===== src/rtl/tdm_pkg.sv =====
// Shared defaults and types for the 16-lane TDM receive path.
package tdm_pkg;

  localparam int unsigned N_CH_DEF  = 16;
  localparam int unsigned SEL_W_DEF = 4;
  localparam int unsigned LAST_CH   = N_CH_DEF - 1;

  typedef enum logic {
    HUNT,
    LOCKED
  } state_e;

endpackage


===== src/rtl/tdm_ch_counter.sv =====
// Lane-index counter: rst > clr > load1 > inc, wrapping LAST_CH -> 0.
module tdm_ch_counter
  import tdm_pkg::*;
#(
  parameter int unsigned SEL_W  = SEL_W_DEF,
  parameter int unsigned LAST_P = LAST_CH
) (
  input  logic             clk,
  input  logic             rst,
  input  logic             inc,
  input  logic             load1,
  input  logic             clr,
  output logic [SEL_W-1:0] cnt,
  output logic             at_last
);

  localparam logic [SEL_W-1:0] LAST_V = LAST_P[SEL_W-1:0];

  logic [SEL_W-1:0] cnt_q;
  logic [SEL_W-1:0] cnt_d;

  assign cnt     = cnt_q;
  assign at_last = (cnt_q == LAST_V);

  always_comb begin
    cnt_d = cnt_q;
    if (clr) begin
      cnt_d = '0;
    end else if (load1) begin
      cnt_d = {{(SEL_W-1){1'b0}}, 1'b1};
    end else if (inc) begin
      cnt_d = at_last ? '0 : cnt_q + 1'b1;
    end
  end

  always_ff @(posedge clk) begin
    if (rst) begin
      cnt_q <= '0;
    end else begin
      cnt_q <= cnt_d;
    end
  end

endmodule


===== src/rtl/tdm_demux16.sv =====
// TDM receive demux: frame-sync lock FSM, lane steering, frame capture and error flag.
module tdm_demux16
  import tdm_pkg::*;
#(
  parameter int unsigned N_CH  = N_CH_DEF,
  parameter int unsigned SEL_W = SEL_W_DEF
) (
  input  logic             clk,
  input  logic             rst,
  input  logic             din,
  input  logic             din_valid,
  input  logic             frame_sync,
  output logic [N_CH-1:0]  y,
  output logic [N_CH-1:0]  frame_out,
  output logic             frame_valid,
  output logic [SEL_W-1:0] ch_sel,
  output logic             locked,
  output logic             sync_err
);

  state_e           state_q, state_d;
  logic [N_CH-1:0]  shadow_q, shadow_d;
  logic [N_CH-1:0]  y_q, y_d;
  logic [N_CH-1:0]  frame_out_q, frame_out_d;
  logic             frame_valid_q, frame_valid_d;
  logic             sync_err_q, sync_err_d;
  logic             inc, load1, clr;
  logic [SEL_W-1:0] cnt;
  logic             at_last;

  tdm_ch_counter #(
    .SEL_W  (SEL_W),
    .LAST_P (N_CH - 1)
  ) u_cnt (
    .clk     (clk),
    .rst     (rst),
    .inc     (inc),
    .load1   (load1),
    .clr     (clr),
    .cnt     (cnt),
    .at_last (at_last)
  );

  always_comb begin
    state_d       = state_q;
    shadow_d      = shadow_q;
    y_d           = y_q;
    frame_out_d   = frame_out_q;
    frame_valid_d = 1'b0;
    sync_err_d    = 1'b0;
    inc           = 1'b0;
    load1         = 1'b0;
    clr           = 1'b0;
    if (din_valid) begin
      case (state_q)
        HUNT: begin
          if (frame_sync) begin
            shadow_d[0] = din;
            y_d[0]      = din;
            load1       = 1'b1;
            state_d     = LOCKED;
          end
        end
        LOCKED: begin
          if (frame_sync && (cnt != '0)) begin
            // Early sync: drop the partial frame and realign on this beat.
            sync_err_d  = 1'b1;
            shadow_d[0] = din;
            y_d[0]      = din;
            load1       = 1'b1;
          end else if (!frame_sync && (cnt == '0)) begin
            sync_err_d = 1'b1;
            clr        = 1'b1;
            state_d    = HUNT;
          end else begin
            shadow_d[cnt] = din;
            y_d[cnt]      = din;
            inc           = 1'b1;
            if (at_last) begin
              frame_out_d   = {din, shadow_q[N_CH-2:0]};
              frame_valid_d = 1'b1;
            end
          end
        end
        default: state_d = HUNT;
      endcase
    end
  end

  always_ff @(posedge clk) begin
    if (rst) begin
      state_q       <= HUNT;
      shadow_q      <= '0;
      y_q           <= '0;
      frame_out_q   <= '0;
      frame_valid_q <= 1'b0;
      sync_err_q    <= 1'b0;
    end else begin
      state_q       <= state_d;
      shadow_q      <= shadow_d;
      y_q           <= y_d;
      frame_out_q   <= frame_out_d;
      frame_valid_q <= frame_valid_d;
      sync_err_q    <= sync_err_d;
    end
  end

  assign y           = y_q;
  assign frame_out   = frame_out_q;
  assign frame_valid = frame_valid_q;
  assign sync_err    = sync_err_q;
  assign ch_sel      = cnt;
  assign locked      = (state_q == LOCKED);

endmodule


===== config.mk =====
export PLATFORM = sky130hd
export DESIGN_NAME = tdm_demux16
export DESIGN_NICKNAME = d
export VERILOG_FILES = /design/src/rtl/tdm_pkg.sv /design/src/rtl/tdm_ch_counter.sv /design/src/rtl/tdm_demux16.sv
export SDC_FILE = /design/constraint.sdc
export NUM_CORES = 1
export LEC_CHECK = 0
export CORE_ASPECT_RATIO = 0.8
export CORE_UTILIZATION = 30
export DETAILED_ROUTE_END_ITERATION = 6
export DONT_BUFFER_PORTS = 1
export PLACE_DENSITY = 0.51
export SLEW_MARGIN = 20
export SYNTH_ARGS = -nofsm -noshare
export SYNTH_HDL_FRONTEND = slang
export SYNTH_SLANG_ARGS = --single-unit

===== constraint.sdc =====
create_clock -name clk -period 2.3 [get_ports clk]
set_input_delay 0.345 -clock clk [delete_from_list [all_inputs] [get_ports clk]]
set_output_delay 0.345 -clock clk [all_outputs]
set_load 0.01 [all_outputs]

==> reports/results.env, run 1 <==
FINALNETCOUNT=206
SYNTHTOLAYOUTAREAGROWTH_PCT=13.2
PORT_BUFFERS=0
ROUTED_WL_PER_CELL_UM=15.5
FP-ROW-COUNT=24
HOLDCRITPATHCLASS='in -> reg'
CRITICAL_PATH.ENDPOINT_TYPE='flip-flop'
STATUS='finished clean'
FINAL_REPORT_MAX_SLEW_VIOLATION_COUNT=0
CLKLATENCYLATEPIN_PS=290
VIAS=1371
POST-ROUTE-UTIL_PCT=35.2
NETLIST_AREA_BEFORE_PLACEMENT_UM2=1690
POSTSYNTHREGISTERBITS=38
SETUP.WORST_PATH.CLASS='reg -> reg'
TIGHTEST_SLEW_PS=555
ANT_NETS=0
NETLIST.TOP_CELL.BY_AREA='sky130_fd_sc_hd__dfxtp_1'
GRT_OVERFLOW=0
DR.PASS1.ITERS=4
CTS.HOLD.BUFFERS_ADDED=0
GRT_PASS1_WL_UM=6890
MAX-VDD-IR-DROP_uV=225
FILLERS=571
CTS.REPORTEDPATHS.CLKPINSLEW_PS=80
DIE-HEIGHT_UM=69.1
GRT_ANTENNA_BEFORE_REPAIR=0
SKEW_PS=8.13
PLACE_WORST_SETUP_SLACK_PS=360
CTS.PATH.MAX_BUFFERS=2
SYNTHESIS.NETS=209
GR-USAGE-ALL-LAYERS_PCT=14.7
FP.DIEAREA_UM2=5940
TRITONCTS='built'
DIE_W_UM=85.9
SYNTH_TOP_FLOP_CELL='sky130_fd_sc_hd__dfxtp_1'
HOLD_VIOL_FINAL=0
FINAL.PERIOD_UTILIZATION_PCT=85.8
FIRST_GLOBAL_VIAS=1305
SYNTHESIS.INSTANCES=197
NETLIST-CELL-TYPE-COUNT=25
MAXCLOCKFREQUENCY_MHz=507
ASYNCSETRESETFLOPFRACSYNTH_PCT=0
IOS=44
GRT_SETUP_UNREPAIRED='false'
SYNTH_EDF_COUNT=0
MAX_SLEW_HEADROOM_PCT=63.0
NUMBER_OF_BUFFERS_INSERTED_DURING_CLOCK_TREE_SYNTHESIS=5
YOSYSSEQAREASHARE_PCT=45.0
DRT-VIAS-PER-INSTANCE=5.02
POSTCTSSETUPBUFFERS=0
ANTENNADIODECOUNT=0
TIMING.CRITICAL_PATH.FROM_TYPE='flip-flop'
REQUIRED_PS=2480
TIMING.FINAL.SETUP_VIOLATIONS=0
TIMING.FINAL.CRIT_PERIOD_PS=1970
DRIVE_ABOVE_1_SHARE_PCT=9.23
DRV.MAX_CAP_VIOLATION_COUNT=0
WORST_EP_ARRIVAL_TIME_PS=2150
POWER.LEAKAGE_nW=0.753
TNS_PS=0
SYNTHESIS.YOSYS.WARNINGS=0
FINALWEIGHTEDCONGESTION=0.834
CLOCK_TREE.HTREE_LEVEL_COUNT=2
CLOCK_SINKS=38
GRT_START_MAX_NET_PINS=33
POWER_mW=1.45
FINAL_HPWL_FROM_DETAILED_PLACEMENT_UM=2960
CRIT_PATH_MAX_FANOUT=11
POST-ROUTE-DRC-COUNT=0
LAYOUT.CELLS.NON_FILLER=273
INITIAL_UTILIZATION_PCT=31.1
DETAILEDROUTE.FIRSTITERATIONVIOLATIONS=101
TIMING.FINAL.WS_SETUP_PS=326
CTSRESIZECOUNT=0
SYNTH_AREA_LEADERS='sky130_fd_sc_hd__dfxtp_1 45%, sky130_fd_sc_hd__nand3_1 9.8%, sky130_fd_sc_hd__mux2i_1 8.9%, sky130_fd_sc_hd__a21oi_1 5.9%, sky130_fd_sc_hd__o21ai_0 5.6%'
ROOT_BUFFER='sky130_fd_sc_hd__clkbuf_8'
AVGSYNTHCELLAREA_UM2=8.58
PLACE.DETAILED.INSTANCES=265
WIRELENGTH_UM=4220
SYNTH.TOP_CELL.AREA_SHARE_PCT=45.0
POWER.DENSITY_nW_PER_UM2=757
DESIGN.CORE.AREA_UM2=5440
-- routing by layer --
layer,wire length (um),global-route usage (%)
met5,0,0
met4,14,3.89
met3,425,6.95
met2,1760,21.3
met1,2020,19.5
-- through the flow --
step	instance area, um2	hold WS, ps
6_report	1910	113
5_1_grt	1910	98.7
3_3_place_gp	1770	417
3_5_place_dp	1770	418
2_1_floorplan	1690	490
4_1_cts	1910	106
-- worst paths after layout --
kind                                                 from                    endpoint  slack [ps]  cells past startpoint
worst max register to register  u_cnt.cnt[0]$_SDFFE_PP0P_  frame_out[13]$_SDFFE_PP0P_         330                      9
worst min-delay path                                  rst          y[15]$_SDFFE_PP0P_         110                      1
worst min register to register  frame_out[7]$_SDFFE_PP0P_   frame_out[7]$_SDFFE_PP0P_         510                      2
worst max-delay path            u_cnt.cnt[0]$_SDFFE_PP0P_  frame_out[13]$_SDFFE_PP0P_         330                      9
-- placed cells by master, fill, tap and decap left out, drive strengths merged --
cell	instances
o221ai	1
mux2	1
clkbuf	6
xor2	1
a22oi	1
buf	9
nor2b	2
nand2	20
nor3b	1
ha	7
nor2	4
o21ai	19
and3	2
mux2i	15
a21oi	20
inv	5
a2bb2oi	1
or4b	1
bufinv	2
nand3	33
or3	1
nor4	1
nand4	4
dfxtp	38
-- cell families (layout without fill, tap and decap cells) --
family / Yosys count / count (layout) / synth area share [%]
DFF: 38 / 38 / 45.0
AOI/OAI and AO/OA: 42 / 42 / 13.0
buffers and inverters: 24 / 22 / 6.88
and+or+nand+nor: 69 / 69 / 19.8
adders and majority gates: 7 / 7 / 5.18
xor gates and xnor gates: 1 / 1 / 0.518
muxes: 16 / 16 / 9.55
-- synth_stat cells, types with 2 or more instances --
master / number
sky130_fd_sc_hd__dfxtp_1: 38
sky130_fd_sc_hd__nand3_1: 33
sky130_fd_sc_hd__a21oi_1: 20
sky130_fd_sc_hd__nand2_1: 20
sky130_fd_sc_hd__o21ai_0: 19
sky130_fd_sc_hd__mux2i_1: 15
sky130_fd_sc_hd__buf_2: 9
sky130_fd_sc_hd__clkbuf_1: 7
sky130_fd_sc_hd__ha_1: 7
sky130_fd_sc_hd__inv_1: 5
sky130_fd_sc_hd__nand4_1: 4
sky130_fd_sc_hd__nor2_1: 4
sky130_fd_sc_hd__and3_1: 2
sky130_fd_sc_hd__buf_4: 2
sky130_fd_sc_hd__nor2b_1: 2
-- worst max-delay path, stage by stage, from the launching register on --
cell and delay [ps]:
sky130_fd_sc_hd__dfxtp_1 330, sky130_fd_sc_hd__inv_1 70, sky130_fd_sc_hd__ha_1 250, sky130_fd_sc_hd__nand2_1 100, sky130_fd_sc_hd__inv_1 60, sky130_fd_sc_hd__ha_1 330, sky130_fd_sc_hd__nand3_1 200, sky130_fd_sc_hd__buf_4 260
sky130_fd_sc_hd__o21ai_0 180, sky130_fd_sc_hd__a21oi_1 80
-- power breakdown --
part	internal, mW	switching [mW]
clock	0.463	0.240
combinational	0.0280	0.0484
sequential	0.662	0.00731
-- final cells by class --
type / count / area, um2 / area share (%)
well taps: 78 / 97.6 / 5.10
inverters: 5 / 18.8 / 0.981
multi-input cells: 135 / 813 / 42.5
flip-flops and latches: 38 / 761 / 39.8
clock inverters: 2 / 60.1 / 3.14
repair buffers: 9 / 80.1 / 4.19
clock buffers: 6 / 82.6 / 4.32
-- sequential cells by signal, indices dropped and copies added (netlist names) --
register / flops
frame_out: 15
frame_valid: 1
locked: 1
shadow_q: 15
sync_err: 1
u_cnt.cnt: 4
y: 1
No activity file was read; power rests on OpenSTA's default activity.
==> run 2, diff against run 1 <==
Settings changed: SETUP_SLACK_MARGIN from default to 0.4.
==> run 2 against run 1 <==
Compared with the run above:
- global-route usage increased by 1.1 points
- sequential share of layout area decreased by 0.81 points
- fmax increased by 9.5%
- combinational power increased by 29%
- clock skew decreased by 4.5 ps
- via count increased by 1.8%
- setup slack improved by 170 ps
- non-clock buffer count increased by 1
- critical path depth unchanged
- critical path type unchanged
==> reports/results.env, run 2 (synthesis results as in run 1) <==
MOST_COMMON_CELL_AFTER_LAYOUT_FILL_AND_TAPS_ASIDE='sky130_fd_sc_hd__dfxtp_1'
HOLD_VIOL_FINAL=0  # unchanged
GRT_OVERFLOW=0  # unchanged
DRT-VIAS-PER-INSTANCE=5.11  # +1.8%
TIMING.FINAL.SETUP_VIOLATIONS=0  # unchanged
HOLDCRITPATHCLASS='in -> reg'
SYNTHTOLAYOUTAREAGROWTH_PCT=16.3
GRT_SETUP_UNREPAIRED='false'
FINALWEIGHTEDCONGESTION=0.867  # +4.0%
TIGHTEST_SLEW_PS=490  # -64.4 ps
FP.DIEAREA_UM2=5940  # unchanged
DIE_W_UM=85.9  # unchanged
DR.PASS1.ITERS=4  # unchanged
NUMBER_OF_BUFFERS_INSERTED_DURING_CLOCK_TREE_SYNTHESIS=5  # unchanged
GRT_ANTENNA_BEFORE_REPAIR=0  # unchanged
FINALNETCOUNT=207  # +0.49%
R2R_SLACK_PS=500  # +170 ps
MOSTFREQUENTLAYOUTCELLS='36 x sky130_fd_sc_hd__dfxtp_1, 32 x sky130_fd_sc_hd__nand3_1, 19 x sky130_fd_sc_hd__nand2_1, 18 x sky130_fd_sc_hd__a21oi_1, 16 x sky130_fd_sc_hd__o21ai_0'
TIMING.CRITICAL_PATH.FROM_TYPE='flip-flop'
PLACE_WORST_SETUP_SLACK_PS=281  # -78.7 ps
FP-ROW-COUNT=24  # unchanged
POWER_FRAC_COMB_PCT=8.2  # +2.9 points
MAXCLOCKFREQUENCY_MHz=555  # +9.5%
CTS.REPORTEDPATHS.CLKPINSLEW_PS=70  # about the same
DEPTH_OF_THE_WORST_REGISTER_TO_REGISTER_PATH=9  # unchanged
FIRST_GLOBAL_VIAS=1375  # +5.4%
FINAL_REPORT_MAX_SLEW_VIOLATION_COUNT=0  # unchanged
GRT_PASS1_WL_UM=7330  # +6.5%
WORST_R2R_STARTPOINT='u_cnt.cnt[1]$_SDFFE_PP0P_'
ANTENNADIODECOUNT=0  # unchanged
FINAL_HPWL_FROM_DETAILED_PLACEMENT_UM=2960  # -0.26%
GRT_START_MAX_NET_PINS=20  # -39%
CRIT_PATH_MAX_FANOUT=8  # -3
WORST_EP_ARRIVAL_TIME_PS=1950  # -200 ps
P_SEQ_SHARE_PCT=55.8  # +9.6 points
POWER.DENSITY_nW_PER_UM2=611  # -19%
POWER.INTERNAL_uW=910  # -21%
VIAS=1395  # +1.8%
FINAL.PERIOD_UTILIZATION_PCT=78.4  # -7.5 points
TIMING.FINAL.WS_SETUP_PS=498  # +172 ps
GR-USAGE-ALL-LAYERS_PCT=15.9  # +1.1 points
TNS_PS=0  # unchanged
RR_ENDPOINT='shadow_q[5]$_SDFFE_PP0P_'
DESIGN.CORE.AREA_UM2=5440  # unchanged
ANT_NETS=0  # unchanged
REQUIRED_PS=2450  # -30 ps
POWER.NET_SWITCHING_uW=291  # -1.6%
WIRELENGTH_UM=4390  # +4.1%
POST-ROUTE-DRC-COUNT=0  # unchanged
POWER.SWITCHING_FRACTION_PCT=24.2  # +3.8 points
CLOCK_TREE.HTREE_LEVEL_COUNT=2  # unchanged
IOS=44  # unchanged
DIE-HEIGHT_UM=69.1  # unchanged
MULTIINPUTGATEAREA_UM2=880  # +8.2%
FINAL-SEQ-AREA_UM2=766  # +0.66%
DRV.MAX_CAP_VIOLATION_COUNT=0  # unchanged
ENDPOINT='shadow_q[5]$_SDFFE_PP0P_'
CTS.PATH.MAX_BUFFERS=2  # unchanged
CLOCK_SINKS=38  # unchanged
CLKLATENCYLATEPIN_PS=290  # about the same
CRITICAL_PATH.ENDPOINT_TYPE='flip-flop'
CRIT_START='u_cnt.cnt[1]$_SDFFE_PP0P_'
ROUTED_WL_PER_CELL_UM=16.1  # +4.1%
DETAILEDROUTE.FIRSTITERATIONVIOLATIONS=76  # -25%
TRITONCTS='built'
PORT_BUFFERS=0  # unchanged
DRIVE_ABOVE_1_SHARE_PCT=17.4  # +8.2 points
MAX_SLEW_HEADROOM_PCT=67.2  # +4.2 points
SETUP.WORST_PATH.CLASS='reg -> reg'
INITIAL_UTILIZATION_PCT=31.1  # unchanged
CLOCK_POWER_SHARE_PCT=36.0  # -13 points
FILLERS=572  # +0.18%
SKEW_PS=3.63  # -4.50 ps
ROOT_BUFFER='sky130_fd_sc_hd__clkbuf_8'
POWER.LEAKAGE_nW=0.744  # -1.1%
STATUS='finished clean'
TIMING.FINAL.CRIT_PERIOD_PS=1800  # -172 ps
MAX-VDD-IR-DROP_uV=234  # +3.9%
==> run 2: routing by layer <==
layer	share of wire, %	up-vias	track usage, %
met1	47	658	22.1
met5	0	-	0
li1	-	684	-
met2	42	48	23.1
met4	0.75	0	3.33
met3	9.6	5	6.11
==> run 2: metrics by stage <==
step                instances  instance area (um2)  hold WS [ps]  total power [mW]  util, %
finish                    273                 1970           108              1.20     36.2
floorplan                 197                 1700           490             0.745        -
CTS                       272                 1890           110              1.20     34.7
global placement          264                 1770           416             0.760     32.5
global route              273                 1970          98.8              1.26     36.2
detailed placement        264                 1770           418             0.760     32.5
==> run 2: worst min path at each step <==
stage | to | cells after the start | slack (ps) | start
global placement | frame_out[10]$_SDFFE_PP0P_ | 1 | 420 | rst
CTS | frame_out[10]$_SDFFE_PP0P_ | 1 | 110 | rst
floorplan | locked$_SDFFE_PP0P_ | 2 | 490 | frame_sync
global route | y[15]$_SDFFE_PP0P_ | 1 | 100 | rst
finish | y[15]$_SDFFE_PP0P_ | 1 | 110 | rst
detailed placement | frame_out[10]$_SDFFE_PP0P_ | 1 | 420 | rst
==> run 2: repair_timing <==
item / CTS / global route
gates resized for setup: 4 / 18
setup buffers: 0 / 0
endpoints found under the hold margin: 0 / 0
hold buffers: 0 / 0
setup endpoints to repair: 33 / 34
gates cloned: 1 / 1
pin swaps: 0 / 2
==> run 2: worst max-delay path, cell delays in order, from the launching register on <==
cell and delay (ps):
sky130_fd_sc_hd__dfxtp_4 400, sky130_fd_sc_hd__inv_2 60, sky130_fd_sc_hd__ha_4 180, sky130_fd_sc_hd__nand2_4 60, sky130_fd_sc_hd__inv_2 50, sky130_fd_sc_hd__ha_4 270
sky130_fd_sc_hd__and3_4 250, sky130_fd_sc_hd__clkbuf_16 170, sky130_fd_sc_hd__nand3_1 100, sky130_fd_sc_hd__mux2i_1 140
==> run 2: cell type report <==
type | count | area share (%)
Clock buffer | 5 | 3.50
Clock inverter | 2 | 0.509
Timing Repair Buffer | 10 | 6.37
Tap cell | 78 | 4.96
Sequential cell | 38 | 39.0
Multi-Input combinational cell | 135 | 44.7
Inverter | 5 | 0.955
==> run 2: power by group through the flow <==
stage | Sequential (mW) | Clock [mW] | Combinational, mW
CTS | 0.669 | 0.449 | 0.0807
finish | 0.669 | 0.433 | 0.0984
floorplan | 0.685 | 0 | 0.0608
global route | 0.670 | 0.481 | 0.109
detailed placement | 0.686 | 0 | 0.0740
global placement | 0.685 | 0 | 0.0740
==> run 3, diff against run 2 <==
Clock period 2.3 ns to 1.7 ns, I/O delays scaled along.
==> run 3 against run 2 <==
Compared with the run above:
- the flow now finishes with violations (setup timing)
- sequential power is 36% higher
- clock-buffer cell count is 2 higher
- setup slack worse by 510 ps
- critical endpoint is now shadow_q[0]$_SDFFE_PP0P_
==> reports/results.env, run 3 (synthesis results as in run 1) <==
WORSTHOLDPATHCELLS=1  # unchanged
DEPTH_OF_THE_WORST_REGISTER_TO_REGISTER_PATH=8  # -1
DESIGN.CORE.AREA_UM2=5440  # unchanged
HOLDCRITPATHCLASS='in -> reg'
CTS.PATH.MAX_BUFFERS=2  # unchanged
DRT-VIAS-PER-INSTANCE=5.14  # +0.59%
INITIAL_UTILIZATION_PCT=31.1  # unchanged
POWER.INTERNAL_mW=1.32  # +45%
MAX_SLEW_HEADROOM_PCT=63.1  # -4.1 points
STATUS='complete, but fails checks'
ROOT_BUFFER='sky130_fd_sc_hd__clkbuf_8'
POST-ROUTE-DRC-COUNT=0  # unchanged
MOSTFREQUENTLAYOUTCELLS='33 x sky130_fd_sc_hd__dfxtp_1, 27 x sky130_fd_sc_hd__nand3_2, 18 x sky130_fd_sc_hd__nand2_1, 15 x sky130_fd_sc_hd__a21oi_2, 15 x sky130_fd_sc_hd__mux2i_1'
POWER.DENSITY_nW_PER_UM2=729  # +19%
MAX-VDD-IR-DROP_uV=319  # +36%
POWER.NET_SWITCHING_uW=439  # +51%
CLOCK_TREE.HTREE_LEVEL_COUNT=2  # unchanged
FP.DIEAREA_UM2=5940  # unchanged
POST-ROUTE-UTIL_PCT=44.5  # +8.3 points
CRIT_PATH_MAX_FANOUT=2  # -6
R2R_SLACK_PS=-10  # -510 ps
FILLERS=534  # -6.6%
DETAILED_PLACE.AREA_UM2=1900  # +7.8%
FIN_AREA_UM2=2420  # +23%
FINAL_REPORT_MAX_SLEW_VIOLATION_COUNT=0  # unchanged
LAYOUT.CELLS.NON_FILLER=293  # +7.3%
VIOLATIONS='setup timing'
DETAILEDROUTE.FIRSTITERATIONVIOLATIONS=41  # -46%
POWER_FRAC_COMB_PCT=11.7  # +3.5 points
CLOCK_POWER_SHARE_PCT=36.7  # +0.7 points
ROUTED_WL_PER_CELL_UM=16.4  # +1.6%
GRT_START_MAX_NET_PINS=20  # unchanged
WORST_R2R_STARTPOINT='u_cnt.cnt[1]$_SDFFE_PP0P_'
GR-USAGE-ALL-LAYERS_PCT=16.1  # +0.30 points
TIMING.FINAL.WS_SETUP_PS=-13.0  # -511 ps
WIRELENGTH_UM=4790  # +9.1%
FINAL.PERIOD_UTILIZATION_PCT=101  # +22 points
TIGHTEST_SLEW_PS=547  # +57.0 ps
ANTENNADIODECOUNT=0  # unchanged
PLACE.DETAILED.INSTANCES=273  # +3.4%
MAXCLOCKFREQUENCY_MHz=584  # +5.2%
FINALWEIGHTEDCONGESTION=0.794  # -8.5%
MOST_COMMON_CELL_AFTER_LAYOUT_FILL_AND_TAPS_ASIDE='sky130_fd_sc_hd__dfxtp_1'
SYNTHTOLAYOUTAREAGROWTH_PCT=43.1
WORST_HOLD_PATH.ENDPOINT='frame_out[10]$_SDFFE_PP0P_'
TIMING.FINAL.CRIT_PERIOD_PS=1710  # -89.2 ps
CRITICAL_PATH.ENDPOINT_TYPE='flip-flop'
MIN_FROM='rst'
FINAL_HPWL_FROM_DETAILED_PLACEMENT_UM=3110  # +5.1%
WORST_EP_ARRIVAL_TIME_PS=1860  # -90 ps
ROUTED-WL-MET3_UM=369  # -13%
P_SEQ_SHARE_PCT=51.6  # -4.2 points
SKEW_PS=7.38  # +3.74 ps
REQUIRED_PS=1850  # -600 ps
IOS=44  # unchanged
DR.PASS1.ITERS=4  # unchanged
FIRST_GLOBAL_VIAS=1459  # +6.1%
PORT_BUFFERS=0  # unchanged
GRT_PASS1_WL_UM=7420  # +1.1%
TRITONCTS='built'
NUMBER_OF_BUFFERS_INSERTED_DURING_CLOCK_TREE_SYNTHESIS=5  # unchanged
FINALNETCOUNT=226  # +9.2%
RR_ENDPOINT='shadow_q[0]$_SDFFE_PP0P_'
TIMING.FINAL.SETUP_VIOLATIONS=1  # +1
ANT_NETS=0  # unchanged
DIE_W_UM=85.9  # unchanged
GRT_SETUP_UNREPAIRED='true'
GRT_OVERFLOW=0  # unchanged
DRIVE_ABOVE_1_SHARE_PCT=52.1  # +35 points
CTS.REPORTEDPATHS.CLKPINSLEW_PS=80  # about the same
DRV.MAX_CAP_VIOLATION_COUNT=0  # unchanged
POWER.SWITCHING_FRACTION_PCT=24.9  # +0.70 points
HOLD_VIOL_FINAL=0  # unchanged
POWER.LEAKAGE_nW=0.850  # +14%
CLOCK_SINKS=38  # unchanged
CLKLATENCYLATEPIN_PS=290  # about the same
DIE-HEIGHT_UM=69.1  # unchanged
SETUP.WORST_PATH.CLASS='reg -> reg'
VIAS=1506  # +8.0%
TIMING.CRITICAL_PATH.FROM_TYPE='flip-flop'
HOLD_WS_PS=17.9  # -90.2 ps
MET2_LENGTH_UM=2190  # +18%
MET1WIRELENGTH_UM=2210  # +6.2%
GRT_ANTENNA_BEFORE_REPAIR=0  # unchanged
FP-ROW-COUNT=24  # unchanged
TOP_LAYER='met4'
-- run 3: power by group through the flow --
stage	Clock, mW	Sequential, mW	Combinational, mW
2_1_floorplan	0	0.926	0.101
3_3_place_gp	0	0.927	0.128
3_5_place_dp	0	0.927	0.127
4_1_cts	0.658	0.908	0.176
5_1_grt	0.707	0.911	0.219
6_report	0.647	0.909	0.206
-- run 3: what timing repair did --
| action | 4_1_cts | 5_1_grt |
|---|---|---|
| hold buffers | 0 | 0 |
| buffers inserted | 5 | 3 |
| pin swaps | 11 | 16 |
| cloned | 3 | 1 |
| endpoints found under the setup margin | 36 | 36 |
| resized for setup | 68 | 27 |
-- run 3: area by class of cell --
class | instances | area, um2 | area share (%)
clock buffers | 7 | 86.3 | 3.57
clock inverters | 1 | 5.00 | 0.207
inverters | 5 | 23.8 | 0.983
multi-input cells | 138 | 1190 | 49.4
flip-flops and latches | 38 | 772 | 31.9
well taps | 78 | 97.6 | 4.04
repair buffers | 26 | 240 | 9.93
-- run 3: critical path: stages (launching register included) --
cell,delay [ps]
sky130_fd_sc_hd__dfxtp_4,360
sky130_fd_sc_hd__inv_4,40
sky130_fd_sc_hd__ha_4,150
sky130_fd_sc_hd__nand2_2,70
sky130_fd_sc_hd__inv_2,60
sky130_fd_sc_hd__ha_4,150
sky130_fd_sc_hd__or4b_4,470
sky130_fd_sc_hd__a2bb2oi_2,150
sky130_fd_sc_hd__mux2i_1,110
-- run 3: worst max-delay path by stage --
stage / startpoint / to / slack [ps] / cells past startpoint
after global routing: u_cnt.cnt[0]$_SDFFE_PP0P_ / shadow_q[0]$_SDFFE_PP0P_ / -70 / 8
after detailed placement: u_cnt.cnt[0]$_SDFFE_PP0P_ / frame_out[2]$_SDFFE_PP0P_ / -40 / 5
after global placement: u_cnt.cnt[1]$_SDFFE_PP0P_ / shadow_q[0]$_SDFFE_PP0P_ / -20 / 8
final: u_cnt.cnt[1]$_SDFFE_PP0P_ / shadow_q[0]$_SDFFE_PP0P_ / -10 / 8
after CTS: u_cnt.cnt[1]$_SDFFE_PP0P_ / shadow_q[0]$_SDFFE_PP0P_ / -0.1 / 8
after floorplan: u_cnt.cnt[0]$_SDFFE_PP0P_ / shadow_q[0]$_SDFFE_PP0P_ / 10 / 8
-- run 3: metrics by stage --
stage,setup TNS (ps),power [mW],setup WS [ps]
floorplan,0,1.03,11.7
global placement,-27.8,1.06,-20.2
detailed placement,-172,1.05,-43.8
CTS,-0.133,1.74,-0.133
global route,-483,1.84,-70.0
finish,-13.0,1.76,-13.0
-- run 3: layer usage --
metal,track usage (%),vias to the layer above
met4,3.89,0
met2,24.6,53
met5,0,-
met1,21.9,722
met3,5.39,2
li1,-,729
